--- src/rtl/oam_dma_ctrl.sv ---
// OAM DMA controller: a CPU write to DMA_REG_ADDR halts the CPU and copies 256 bytes
// from page {page,00..FF} into the PPU OAM data register. Optional macro: OAM_DMA_ODD_ALIGN_EN.
module oam_dma_ctrl #(
    parameter logic [15:0] DMA_REG_ADDR  = 16'h4014,
    parameter logic [15:0] OAM_DATA_ADDR = 16'h2004
) (
    input  logic        clk,
    input  logic        rst_n,
    input  logic [15:0] cpu_addr,
    input  logic [7:0]  cpu_wdata,
    input  logic        cpu_we,
    input  logic [7:0]  bus_rdata,
    output logic [15:0] bus_addr,
    output logic [7:0]  bus_wdata,
    output logic        bus_we,
    output logic        cpu_halt,
    output logic        dma_busy
);

    typedef enum logic [2:0] {
        IDLE  = 3'd0,
        HALT  = 3'd1,
        ALIGN = 3'd2,
        READ  = 3'd3,
        WRITE = 3'd4
    } state_t;

    state_t      state_q, state_d;
    logic [7:0]  page_q, page_d;
    logic [7:0]  index_q, index_d;
    logic [7:0]  data_q, data_d;
    logic        parity_q, parity_d;
    logic        halt_q, halt_d;
    logic        busy_q, busy_d;
    logic        trigger_s;

    function automatic logic next_parity(input logic cur);
        next_parity = ~cur;
    endfunction

    assign trigger_s = cpu_we && (cpu_addr == DMA_REG_ADDR);

    // Next-state and datapath computation
    always_comb begin
        state_d  = state_q;
        page_d   = page_q;
        index_d  = index_q;
        data_d   = data_q;
        parity_d = next_parity(parity_q);
        case (state_q)
            IDLE: begin
                if (trigger_s) begin
                    page_d  = cpu_wdata;
                    index_d = 8'h00;
                    state_d = HALT;
                end else begin
                    state_d = IDLE;
                end
            end
            HALT: begin
`ifdef OAM_DMA_ODD_ALIGN_EN
                if (parity_q) begin
                    state_d = ALIGN;
                end else begin
                    state_d = READ;
                end
`else
                state_d = READ;
`endif
            end
            ALIGN: begin
                state_d = READ;
            end
            READ: begin
                data_d  = bus_rdata;
                state_d = WRITE;
            end
            WRITE: begin
                // index wraps inside the page; the page byte is never touched
                index_d = index_q + 8'd1;
                if (index_q == 8'hFF) begin
                    state_d = IDLE;
                end else begin
                    state_d = READ;
                end
            end
            default: begin
                state_d = IDLE;
            end
        endcase
        halt_d = (state_d != IDLE);
        busy_d = (state_d != IDLE);
    end

    // State and registered status flags
    always_ff @(posedge clk or negedge rst_n) begin
        if (!rst_n) begin
            state_q  <= IDLE;
            page_q   <= 8'h00;
            index_q  <= 8'h00;
            data_q   <= 8'h00;
            parity_q <= 1'b0;
            halt_q   <= 1'b0;
            busy_q   <= 1'b0;
        end else begin
            state_q  <= state_d;
            page_q   <= page_d;
            index_q  <= index_d;
            data_q   <= data_d;
            parity_q <= parity_d;
            halt_q   <= halt_d;
            busy_q   <= busy_d;
        end
    end

    // Bus mux: CPU pass-through in IDLE, DMA-owned otherwise
    always_comb begin
        bus_addr  = cpu_addr;
        bus_wdata = cpu_wdata;
        bus_we    = cpu_we;
        case (state_q)
            IDLE: begin
                bus_addr  = cpu_addr;
                bus_wdata = cpu_wdata;
                bus_we    = cpu_we;
            end
            HALT, ALIGN: begin
                bus_addr  = {page_q, 8'h00};
                bus_wdata = 8'h00;
                bus_we    = 1'b0;
            end
            READ: begin
                bus_addr  = {page_q, index_q};
                bus_wdata = 8'h00;
                bus_we    = 1'b0;
            end
            WRITE: begin
                bus_addr  = OAM_DATA_ADDR;
                bus_wdata = data_q;
                bus_we    = 1'b1;
            end
            default: begin
                bus_addr  = cpu_addr;
                bus_wdata = cpu_wdata;
                bus_we    = cpu_we;
            end
        endcase
    end

    assign cpu_halt = halt_q;
    assign dma_busy = busy_q;

endmodule

--- config.mk ---
export PLATFORM = sky130hd
export DESIGN_NAME = oam_dma_ctrl
export DESIGN_NICKNAME = d
export VERILOG_FILES = /design/src/rtl/oam_dma_ctrl.sv
export SDC_FILE = /design/constraint.sdc
export NUM_CORES = 1
export LEC_CHECK = 0
export ABC_AREA = 1
export CAP_MARGIN = 0
export CORE_MARGIN = 2
export CORE_UTILIZATION = 39
export DETAILED_ROUTE_END_ITERATION = 10
export GPL_TIMING_DRIVEN = 0
export PLACE_DENSITY = 0.72
export SLEW_MARGIN = 10
export SYNTH_ARGS = -nofsm -noshare
export SYNTH_HDL_FRONTEND = slang
export SYNTH_SLANG_ARGS = --single-unit
--- constraint.sdc ---
create_clock -name clk -period 1.3 [get_ports clk]
set_input_delay 0.26 -clock clk [delete_from_list [all_inputs] [get_ports clk]]
set_output_delay 0.26 -clock clk [all_outputs]
set_load 0.1 [all_outputs]
# Yosys cells after proc, flatten, opt, wreduce, memory -nomap -nowiden
# Cells that the tools add are included.
# word_totals
register_bits,28
output_inout_bits,27
word_cells,29
# classes
reduce_logical,8
n_eq_ne,7
add_sub_neg,1
mux,8
# ops
operator,count
$pmux W16 S3,1
$pmux W8 S2,2
$eq A16 B15 Y1 const B,1
$pmux W3 S4,1
$add A8 B1 Y8 const B,1
$eq A8 B8 Y1 const B,1
$mux W8,1
$eq A3 B2 Y1 const B,2
$reduce_and A2 Y1,2
$eq A3 B1 Y1 const B,1
$eq A3 B3 Y1 const B,1
$logic_not A3 Y1,1
$reduce_bool A3 Y1,1
$reduce_or A3 Y1,1
$mux W2,1
$ne A2 B2 Y1 const B,1
$pmux W1 S2,1
$reduce_bool A2 Y1,1
$reduce_or A2 Y1,1
$logic_and A1 B1 Y1,1
$mux W1,1

# Depth between registers and ports, before layout
# Gate-level depths: netlist of run 1.
# depth
word_depth,5
mapped_depth,8
ltp_nobuf,7

# Least setup slack after synthesis of run 1
# Ideal clock, no wire load.
# synth_path
path_type,reg-to-output
startpoint,reg state_q[1]
endpoint,out bus_addr[12]
required_ps,1040
n_path_buf,1
path_slack_ps,-1973
stages_incl_launch_ff,7
t_arrival_ps,3013
path_cell_list,dfrtp_1 -> nor2_4 -> nor2_4 -> inv_2 -> nand2_1 -> buf_2 -> o21ai_0
# synth_via
elab_chain_cells,3
elab_cells_between_ends,6
# synth_lines
element,line,text
"start, declared",28,"state_t state_q, state_d;"
"start signal, assigned",106,state_q <= state_d;
$eq A3 B1 Y1 / $eq A3 B2 Y1 (equally long branches),121,case (state_q)
$reduce_or A2 Y1 (no line),n/a,
$pmux W16 S3 (*),121,
"end, declared",13,"output logic [15:0] bus_addr,"
# Every way passes the cells marked *; elsewhere a longest branch is shown, timed or not.

# Final worst setup path of run 1
# layout_path
startpoint,reg state_q[1]
endpoint,out bus_addr[10]
# The elaborated chain is that of the path after synthesis.

==> run_results.csv, run 1 <==
group,metric,value,unit
synth,synthFlopType,"dfrtp_1",
cts,clk_latency,0.28,ns
global_routing,grt_max_degree,29,
cts,clockBufferDepth,2,
floorplanning,rows,23,
sta,setup_ws,-0.649,ns
worst_setup_path,reg2reg_depth,8,
synth,synthMostInstantiatedCell,"nand2_1",
synth,synth.area.top_cells,"dfrtp_1 43%, nand2_1 17%, o21ai_0 6.2%",
cts,hold_buffers,0,
power_and_ir_drop,ir_worst_vdd,524,uV
sta,min_period,1.95,ns
run_status,status,"finished, violations left",
run_status,violations,"hold timing, setup timing",
synth,synth_area,0.00162,sq mm
detailed_routing,postRouteAntennaNets,0,
floorplanning,dieArea,0.00468,sq mm
global_routing,grt_pass1_wl,9090,um
detailed_routing,num_vias,1797,
final_layout,num-nets-final,338,
final_layout,num_antenna_cells,0,
worst_setup_path,cp-start-kind,"flop",
synth,yosys_warnings,0,
worst_setup_path,r2r-end,"index_q[3]",
floorplanning,initial_core_util,40.4,%
sta,hold_viol,1,
floorplanning,ioPinCount,62,
run,cap_violations,0,
placement,pre_cts_ws,-1.39,ns
power_and_ir_drop,p_int,1.20,mW
global_routing,grt_pass1_vias,1784,
sta,rsz0062_at_grt,"true",
synth,ys_seq_elements,28,
floorplanning,die_w,68.4,um
sta,finalSetupViolCount,44,
worst_setup_path,cp_data_arrival_time,1.69,ns
power_and_ir_drop,switching_share,23.5,%
detailed_routing,drt_iter0_drc,138,
placement,hpwlAfterDp,3370,um
global_routing,grt_usage,26.9,%
sta,drv_slew,0,
detailed_routing,drt_wl_total,5700,um
worst_setup_path,critical_path_required,1.04,ns
power_and_ir_drop,pwr-share-clk,32.2,%
worst_setup_path,r2r_slack,-0.18,ns
synth,ys_top_cells_by_count,"75 x nand2_1, 28 x dfrtp_1, 24 x inv_1",
cts,cts_buffers,3,
cts,cts.sinks,28,
power_and_ir_drop,pwr-share-seq,56.6,%
power_and_ir_drop,combPwrFrac,11.2,%
placement,io_buffers,61,
detailed_routing,drc,0,
global_routing,grt_overflow,0,
synth,yosys.area.top_type,"dfrtp_1",
hold_path,hp-class,"in2async",
worst_setup_path,crit_fanout,10,
synth,syn_nets,252,
worst_setup_path,end_kind,"output pin",
synth,async_reset_ff_share,100,%
power_and_ir_drop,p_sw,0.370,mW
detailed_routing,dr.pass1.iters,4,
sta,relSlewSlack,56.0,%
floorplanning,die_h,68.4,um
cts,clk_transition_reported_paths,0.10,ns
final_layout,area_delta_synth_final,97.4,%
worst_setup_path,critPathKind,"reg2out",
sta,fin_worst_skew,0.00305,ns
sta,max_freq,513,MHz
synth,yosys.cell_types.count,24,
synth,ys_seq_area_share,43.3,%
floorplanning,coreArea,0.00400,sq mm
power_and_ir_drop,leakagePower,1.47,nW
detailed_routing,wl_per_cell,16.2,um
power_and_ir_drop,power_density,493,mW/mm^2
final_layout,utilization,79.8,%
final_layout,n_fill_cell,246,
cts,root_buffer,"clkbuf_8",
worst_setup_path,r2r-start,"state_q[1]",
cts,htreeDepth,1,
synth,synthCells,216,
sta,timing.hold.ws,-0.000210,ns
synth,netlist.area_leader.share,43.3,%
cts,cts_tree,"yes",
placement,place_congestion,0.828,
sta,worst_slew_pin_slew,0.660,ns
sta,fin_crit_sh,150,%
synth,avgSynthCellArea,7.49,sq um
detailed_routing,drt-vias-per-instance,5.12,
final_layout,drive_gt1_share,38.5,%
synth,synth_edf_count,0,
global_routing,antenna_found_initial,0,
-- state kept, by name, indices dropped and copies added (netlist names) --
name and count:
state_q 3, index_q 8, page_q 8, dma_busy 1, data_q 8
-- layout by cell type (no fill, tap or decap), types with 2 or more instances in the layout --
cell	netlist	routed
nand2_4	0	2
clkbuf_8	0	3
buf_16	0	3
o21ai_0	20	5
dfrtp_2	0	2
inv_1	24	23
buf_6	2	9
clkdlybuf4s50_1	0	33
buf_8	0	2
nand2_2	3	6
a22o_4	0	2
buf_12	0	28
o21ai_4	0	15
nand3_2	2	2
nand2_8	0	3
nor2_2	1	2
a22o_2	0	3
nand2_1	75	67
o21ai_2	8	8
buf_4	1	14
nor2_1	15	13
nor2_4	2	3
dfrtp_1	28	26
nand3_1	12	12
-- power by group through the flow --
stage               clock (mW)  combinational, mW  sequential (mW)
detailed placement           0              0.170            0.906
global route             0.547              0.194            0.892
CTS                      0.504              0.173            0.889
floorplan                    0             0.0393            0.905
global placement             0              0.170            0.906
finish                   0.507              0.176            0.890
-- metal layers --
metal	vias up	global-route usage (%)	part of all wire [%]
met2	76	43.3	50
met1	843	37.3	43
met5	-	0	0
met4	0	10.0	2.1
met3	12	2.80	5.7
li1	866	-	-
-- worst max-delay path by stage --
| stage | to | slack, ns | start | depth (start not counted) |
|---|---|---|---|---|
| final | bus_addr[10] | -0.65 | state_q[1] | 7 |
| after global routing | bus_wdata[2] | -0.72 | state_q[1] | 7 |
| after CTS | bus_addr[15] | -0.62 | state_q[0] | 7 |
| after detailed placement | bus_wdata[2] | -1.39 | state_q[1] | 7 |
| after global placement | bus_wdata[0] | -1.39 | state_q[1] | 7 |
| after floorplan | bus_addr[2] | -1.05 | state_q[1] | 3 |
-- per-stage QoR --
step | power, mW | setup TNS [ns] | std cells | area (sq um)
floorplan | 0.945 | -9.05 | 216 | 1870
global placement | 1.08 | -54.73 | 327 | 2550
detailed placement | 1.08 | -40.40 | 327 | 2540
CTS | 1.57 | -16.65 | 349 | 3130
global route | 1.63 | -21.69 | 351 | 3190
finish | 1.57 | -18.49 | 351 | 3190
-- worst max-delay path, stage by stage, from the launching register on --
cell     delay, ns
dfrtp_1       0.42
nor2_4        0.19
nand2_4       0.12
inv_6         0.09
nor2_4        0.04
buf_8         0.15
a22o_2        0.23
buf_12        0.17
-- cell type report --
type | count | area, sq um | area share [%]
flip-flops and latches | 28 | 703 | 22.0
clock buffers | 4 | 45.0 | 1.41
plain buffers | 9 | 115 | 3.61
well taps | 50 | 62.6 | 1.96
inverters | 26 | 105 | 3.29
multi-input cells | 153 | 1060 | 33.3
repair buffers | 81 | 1100 | 34.4
-- logic make-up after synthesis --
family                   Yosys count  synth area share, %
AND/OR/NAND/NOR                  114                 30.9
AO/OA/AOI/OAI                     38                 15.2
adder cells (fa/ha/maj)            1                0.773
buffers and inverters             35                 9.75
flip-flops                        28                 43.3
-- what timing repair did --
item,in CTS,in global routing
hold endpoints to repair,0,0
pin swaps,6,4
cloned,3,0
setup buffers,15,2
setup endpoints to repair,45,46
gates resized for setup,262,12
Power figures use the tool's default switching activity.
==> run 2, diff against run 1 <==
--- a/config.mk
+++ b/config.mk
@@ -7,7 +7,6 @@
 export LEC_CHECK = 0
 export ABC_AREA = 1
 export CAP_MARGIN = 0
-export CORE_MARGIN = 2
 export CORE_UTILIZATION = 39
 export DETAILED_ROUTE_END_ITERATION = 10
 export GPL_TIMING_DRIVEN = 0
==> run 2 against run 1 <==
  * Register-to-register slack lost 0.08 ns
  * Clock-buffer cell count is the same
  * Critical endpoint unchanged
  * The flow still finishes with violations (hold timing, setup timing)
  * Critical path depth did not move
==> run_results.csv, run 2 (synthesis gave the netlist of run 1 again) <==
group,metric,value,unit
global_routing,grt_overflow,0,
worst_setup_path,cp_slowest_cell,"dfrtp_1",
placement,io_buffers,61,
worst_setup_path,end_kind,"output pin",
final_layout,final_common_cell,"nand2_1",
global_routing,grt_max_degree,29,
final_layout,most-common-layout-cells,"54 x nand2_1, 26 x buf_12, 26 x dfrtp_1",
cts,root_buffer,"clkbuf_8",
power_and_ir_drop,ir_worst_vdd,453,uV
sta,fin_worst_skew,0.00189,ns
worst_setup_path,critPathKind,"reg2out",
worst_setup_path,cp-start-kind,"flop",
sta,min_period,1.97,ns
sta,fin_crit_sh,152,%
final_layout,multi_input_area,0.00119,sq mm
global_routing,grt_pass1_wl,7800,um
floorplanning,initial_core_util,40.4,%
cts,htreeDepth,1,
sta,max_freq,507,MHz
detailed_routing,drt_wl_total,5590,um
cts,clk_transition_reported_paths,0.10,ns
power_and_ir_drop,p_total,1.57,mW
worst_setup_path,crit_path_frequent_cell,"nor2_4",
worst_setup_path,cp_data_arrival_time,1.71,ns
final_layout,num-nets-final,335,
detailed_routing,postRouteAntennaNets,0,
run,cap_violations,0,
floorplanning,rows,23,
cts,cts_tree,"yes",
cts,clk_latency,0.28,ns
final_layout,ff_latch_area,703,sq um
global_routing,antenna_found_initial,0,
detailed_routing,num_vias,1794,
run_status,violations,"hold timing, setup timing",
final_layout,area_delta_synth_final,101,%
cts,cts_buffers,3,
final_layout,drive_gt1_share,44.6,%
detailed_routing,dr.pass1.iters,4,
sta,setup_ws,-0.674,ns
cts,cts.sinks,28,
final_layout,reg_top3,"data_q x8, index_q x8, page_q x8",
detailed_routing,drt-vias-per-instance,5.16,
sta,relSlewSlack,56.9,%
sta,hold_viol,12,
worst_setup_path,crit_chain,"nor2_4 -> nand2_4 -> inv_6 -> nor2_4 -> buf_6 -> a22o_4 -> buf_12",
sta,finalSetupViolCount,43,
global_routing,grt_pass1_vias,1634,
run_status,status,"finished, violations left",
detailed_routing,drc,0,
placement,hpwlAfterDp,3380,um
sta,timing.hold.ws,-0.00731,ns
worst_setup_path,critPathBufInv,3,
hold_path,hp-class,"in2async",
floorplanning,die_h,66.4,um
global_routing,grt_usage,24.0,%
floorplanning,die_w,66.4,um
placement,place_congestion,0.793,
worst_setup_path,crit_fanout,5,
floorplanning,coreArea,0.00400,sq mm
final_layout,num_antenna_cells,0,
worst_setup_path,max_stage_delay,0.43,ns
floorplanning,dieArea,0.00441,sq mm
sta,drv_slew,0,
worst_setup_path,crit_family,"flip-flops",
cts,clockBufferDepth,2,
power_and_ir_drop,power_density,484,mW/mm^2
final_layout,fin_area,0.00325,sq mm
sta,rsz0062_at_grt,"true",
cts,hold_buffers,0,
detailed_routing,wl_per_cell,16.1,um
final_layout,n_fill_cell,241,
worst_setup_path,critical_path_required,1.04,ns
placement,postPlaceCellArea,0.00254,sq mm
power_and_ir_drop,leakagePower,1.59,nW
detailed_routing,drt_iter0_drc,62,
sta,worst_slew_pin_slew,0.646,ns
floorplanning,ioPinCount,62,
==> run 2: changes by cell type in the layout (fill, tap and decap cells not counted), moves of 8 or more <==
cell             previous run  this run
dlymetal6s2s_1              0         8
nand2_1                    67        54
clkdlybuf4s50_1            33        25
nand2_4                     2        13
==> run 2: final timing paths <==
check                           cells past startpoint  slack, ns            to       start
worst min register to register                      2       0.49     data_q[3]   data_q[3]
min in group clk                                    2       0.49     data_q[3]   data_q[3]
worst max register to register                     10      -0.26    index_q[7]  state_q[1]
worst max-delay path                                7      -0.67  bus_addr[10]  state_q[1]
worst min-delay path                                1     -0.007     page_q[6]       rst_n
max in group asynchronous                           1       0.85      dma_busy       rst_n
==> run 2: timing repair <==
action                                  4_1_cts  5_1_grt
endpoints found under the setup margin       45       44
resized for setup                           262       46
pin swaps                                     4        7
gates cloned                                  1        2
buffers inserted                              8        6
==> run 2: metrics by stage <==
stage,worst slack [ns],std cells,setup TNS [ns],utilization [%]
2_1_floorplan,-1.05,216,-9.05,-
3_3_place_gp,-1.39,327,-54.82,63.7
3_5_place_dp,-1.41,327,-40.79,63.6
4_1_cts,-0.658,340,-17.14,74.9
5_1_grt,-0.706,348,-19.34,81.2
6_report,-0.674,348,-17.27,81.2
==> run 2: cell type report <==
type | count | area share, %
multi-input combinational | 153 | 36.6
timing repair buffer | 78 | 32.1
sequential | 28 | 21.6
buffer | 9 | 3.16
inverter | 26 | 3.16
tap | 50 | 1.93
clock buffer | 4 | 1.39
==> run 2: report_power, final <==
group,total (mW),internal (mW),switching [mW]
combinational,0.184,0.0971,0.0868
clock,0.500,0.221,0.279
sequential,0.890,0.883,0.00760
==> run 2: layer usage <==
| metal | share of wire, % | global-route usage [%] | up-vias |
|---|---|---|---|
| li1 | - | - | 852 |
| met1 | 44 | 34.6 | 864 |
| met2 | 50 | 37.9 | 71 |
| met3 | 5.3 | 1.90 | 7 |
| met4 | 1.2 | 7.71 | 0 |
| met5 | 0 | 0 | - |
==> run 3, diff against run 2 <==
--- a/config.mk
+++ b/config.mk
@@ -5,12 +5,12 @@
 export SDC_FILE = /design/constraint.sdc
 export NUM_CORES = 1
 export LEC_CHECK = 0
-export ABC_AREA = 1
+export ABC_CLOCK_PERIOD_IN_PS = 1300
 export CAP_MARGIN = 0
-export CORE_UTILIZATION = 39
+export CORE_UTILIZATION = 42
 export DETAILED_ROUTE_END_ITERATION = 10
 export GPL_TIMING_DRIVEN = 0
-export PLACE_DENSITY = 0.72
+export PLACE_DENSITY = 0.74
 export SLEW_MARGIN = 10
 export SYNTH_ARGS = -nofsm -noshare
 export SYNTH_HDL_FRONTEND = slang
==> run 3 against run 2 <==
  * The run still ends with hold timing, setup timing left
  * Synthesized area is 18% higher
  * Fmax is 6.1% lower
  * Clock skew is 0.00082 ns lower
  * First-iteration DRC count is 110% higher
  * Cell count fell by 3.7%
  * Sequential share of layout area down 3.1 points
  * Synthesized cell count shrank 13%
  * Wire length up 36%
  * Critical endpoint is now bus_wdata[4]
==> run_results.csv, run 3 <==
group,metric,value,unit
run_status,violations,"hold timing, setup timing",
cts,root_buffer,"clkbuf_8",
placement,postPlaceCellArea,0.00294,sq mm
sta,min_period,2.10,ns
sta,fin_crit_sh,162,%
placement,hpwlAfterDp,3740,um
global_routing,grt_max_degree,29,
detailed_routing,postRouteAntennaNets,0,
final_layout,fin_area,0.00380,sq mm
detailed_routing,drc,0,
detailed_routing,num_vias,1999,
floorplanning,rows,24,
sta,timing.hold.ws,-0.0108,ns
final_layout,most-common-layout-cells,"26 x buf_12, 25 x mux2_4, 24 x dfrtp_1",
hold_path,hp-class,"in2async",
cts,clk_transition_reported_paths,0.09,ns
global_routing,grt_overflow,0,
floorplanning,die_h,69.4,um
worst_setup_path,end_kind,"output pin",
sta,setup_ws,-0.801,ns
floorplanning,coreArea,0.00435,sq mm
synth,yosys_warnings,0,
global_routing,grt_usage,28.1,%
sta,relSlewSlack,58.4,%
global_routing,grt_pass1_wl,10500,um
sta,fin_worst_skew,0.00108,ns
synth,yosys.cell_types.count,42,
synth,ys_seq_elements,28,
final_layout,utilization,87.3,%
sta,worst_slew_pin_slew,0.624,ns
floorplanning,die_w,69.4,um
final_layout,area_delta_synth_final,99.0,%
detailed_routing,drt-vias-per-instance,5.97,
cts,cts.sinks,28,
cts,hold_buffers,0,
global_routing,grt_pass1_vias,2071,
synth,synthFlopType,"dfrtp_1",
cts,clockBufferDepth,2,
worst_setup_path,critPathKind,"reg2out",
sta,hold_viol,20,
cts,clk_latency,0.27,ns
detailed_routing,wl_per_cell,22.7,um
sta,max_freq,476,MHz
sta,rsz0062_at_grt,"true",
final_layout,num_antenna_cells,0,
floorplanning,initial_core_util,43.9,%
final_layout,num-nets-final,320,
detailed_routing,drt_iter0_drc,129,
synth,avgSynthCellArea,10.2,sq um
final_layout,final_common_cell,"buf_12",
synth,async_reset_ff_share,100,%
floorplanning,ioPinCount,62,
synth,synthMostInstantiatedCell,"nand2_1",
floorplanning,dieArea,0.00482,sq mm
synth,ys_top_cells_by_count,"33 x nand2_1, 28 x dfrtp_1, 15 x o21ai_0",
cts,cts_buffers,3,
detailed_routing,dr.pass1.iters,4,
synth,synth_area,0.00191,sq mm
synth,yosys.area.top_type,"dfrtp_1",
global_routing,antenna_found_initial,0,
synth,ys_seq_area_share,36.7,%
detailed_routing,drt_wl_total,7610,um
placement,place_congestion,0.789,
worst_setup_path,cp_data_arrival_time,1.84,ns
synth,synth.area.top_cells,"dfrtp_1 37%, mux2_4 9.4%, mux2_2 7.7%",
run,cap_violations,0,
worst_setup_path,cp-start-kind,"flop",
synth,syn_nets,224,
worst_setup_path,critical_path_required,1.04,ns
cts,htreeDepth,1,
synth,synth_edf_count,0,
synth,synthCells,188,
cts,cts_tree,"yes",
final_layout,n_fill_cell,178,
final_layout,reg_top3,"data_q x8, index_q x8, page_q x8",
worst_setup_path,crit_fanout,7,
final_layout,drive_gt1_share,60.1,%
run_status,status,"finished, violations left",
placement,io_buffers,61,
sta,finalSetupViolCount,52,
synth,netlist.area_leader.share,36.7,%
sta,drv_slew,0,
-- run 3: cell count changes after synthesis, sizes merged, moves of 4 or more --
cell   change
inv       -25
o21ai     -13
o22ai      +7
a22o       +9
nand3     -12
mux2i      +7
nor2b      +4
mux2      +25
nor2      -13
nand2     -44
buf        +5
-- run 3: cell families (layout without fill, tap and decap cells) --
logic type,count (synthesis),count (layout),share of synthesized area [%]
AOI/OAI and AO/OA,43,43,15.4
xor gates and xnor gates,4,4,1.84
adders and majority gates,2,2,1.18
buffers and inverters,15,110,4.98
DFF,28,28,36.7
muxes,32,32,20.8
and+or+nand+nor,64,64,19.1
-- run 3: path summary, 6_finish.rpt --
| check | start | endpoint | slack, ns | cells after the start |
|---|---|---|---|---|
| setup / recovery | state_q[0] | bus_wdata[4] | -0.80 | 6 |
| hold / removal | rst_n | data_q[5] | -0.01 | 1 |
| setup reg to reg | state_q[1] | page_q[0] | -0.54 | 7 |
| hold reg to reg | data_q[0] | data_q[0] | 0.52 | 1 |
| max in group asynchronous | rst_n | index_q[0] | 0.86 | 1 |
| min in group clk | data_q[0] | data_q[0] | 0.52 | 1 |
-- run 3: layer usage --
layer	vias up	routed length [um]	track usage, %
li1	883	-	-
met1	985	2980	35.7
met2	110	4000	47.9
met3	21	368	2.91
met4	0	263	12.9
met5	-	0	0
-- run 3: final cells by class --
class | count | area, sq um | area share (%)
multi-input cells | 145 | 1680 | 44.1
repair buffers | 92 | 1120 | 29.5
flip-flops and latches | 28 | 706 | 18.6
plain buffers | 13 | 185 | 4.87
well taps | 52 | 65.1 | 1.71
clock buffers | 4 | 45.0 | 1.19
inverters | 1 | 3.75 | 0.0988
-- run 3: timing repair --
item                                    CTS  global route
buffers inserted                         22            12
pin swaps                                15             8
endpoints found under the setup margin   53            52
gates resized for setup                 308            31
cloned                                    1             0
-- run 3: metrics by stage --
stage	hold WS (ns)	instances	worst slack, ns	TNS, ns
after floorplan	-0.0356	188	-0.598	-14.92
after global placement	0.490	301	-1.53	-64.10
after detailed placement	0.316	301	-1.54	-51.12
after CTS	0.0119	327	-0.724	-23.31
after global routing	0.0231	335	-0.842	-31.10
final	-0.0108	335	-0.801	-28.84
-- run 3: critical path, cell delays in order (launching register included) --
cell	delay (ns)
dfrtp_2	0.46
nor2_4	0.26
buf_8	0.18
mux2_4	0.33
nand2_4	0.08
o21ai_4	0.06
buf_12	0.17
Power of run 3 is left out: the tool's default activity adds up to more than one toggle a clock period on the data nets, which glitch-free logic cannot reach.
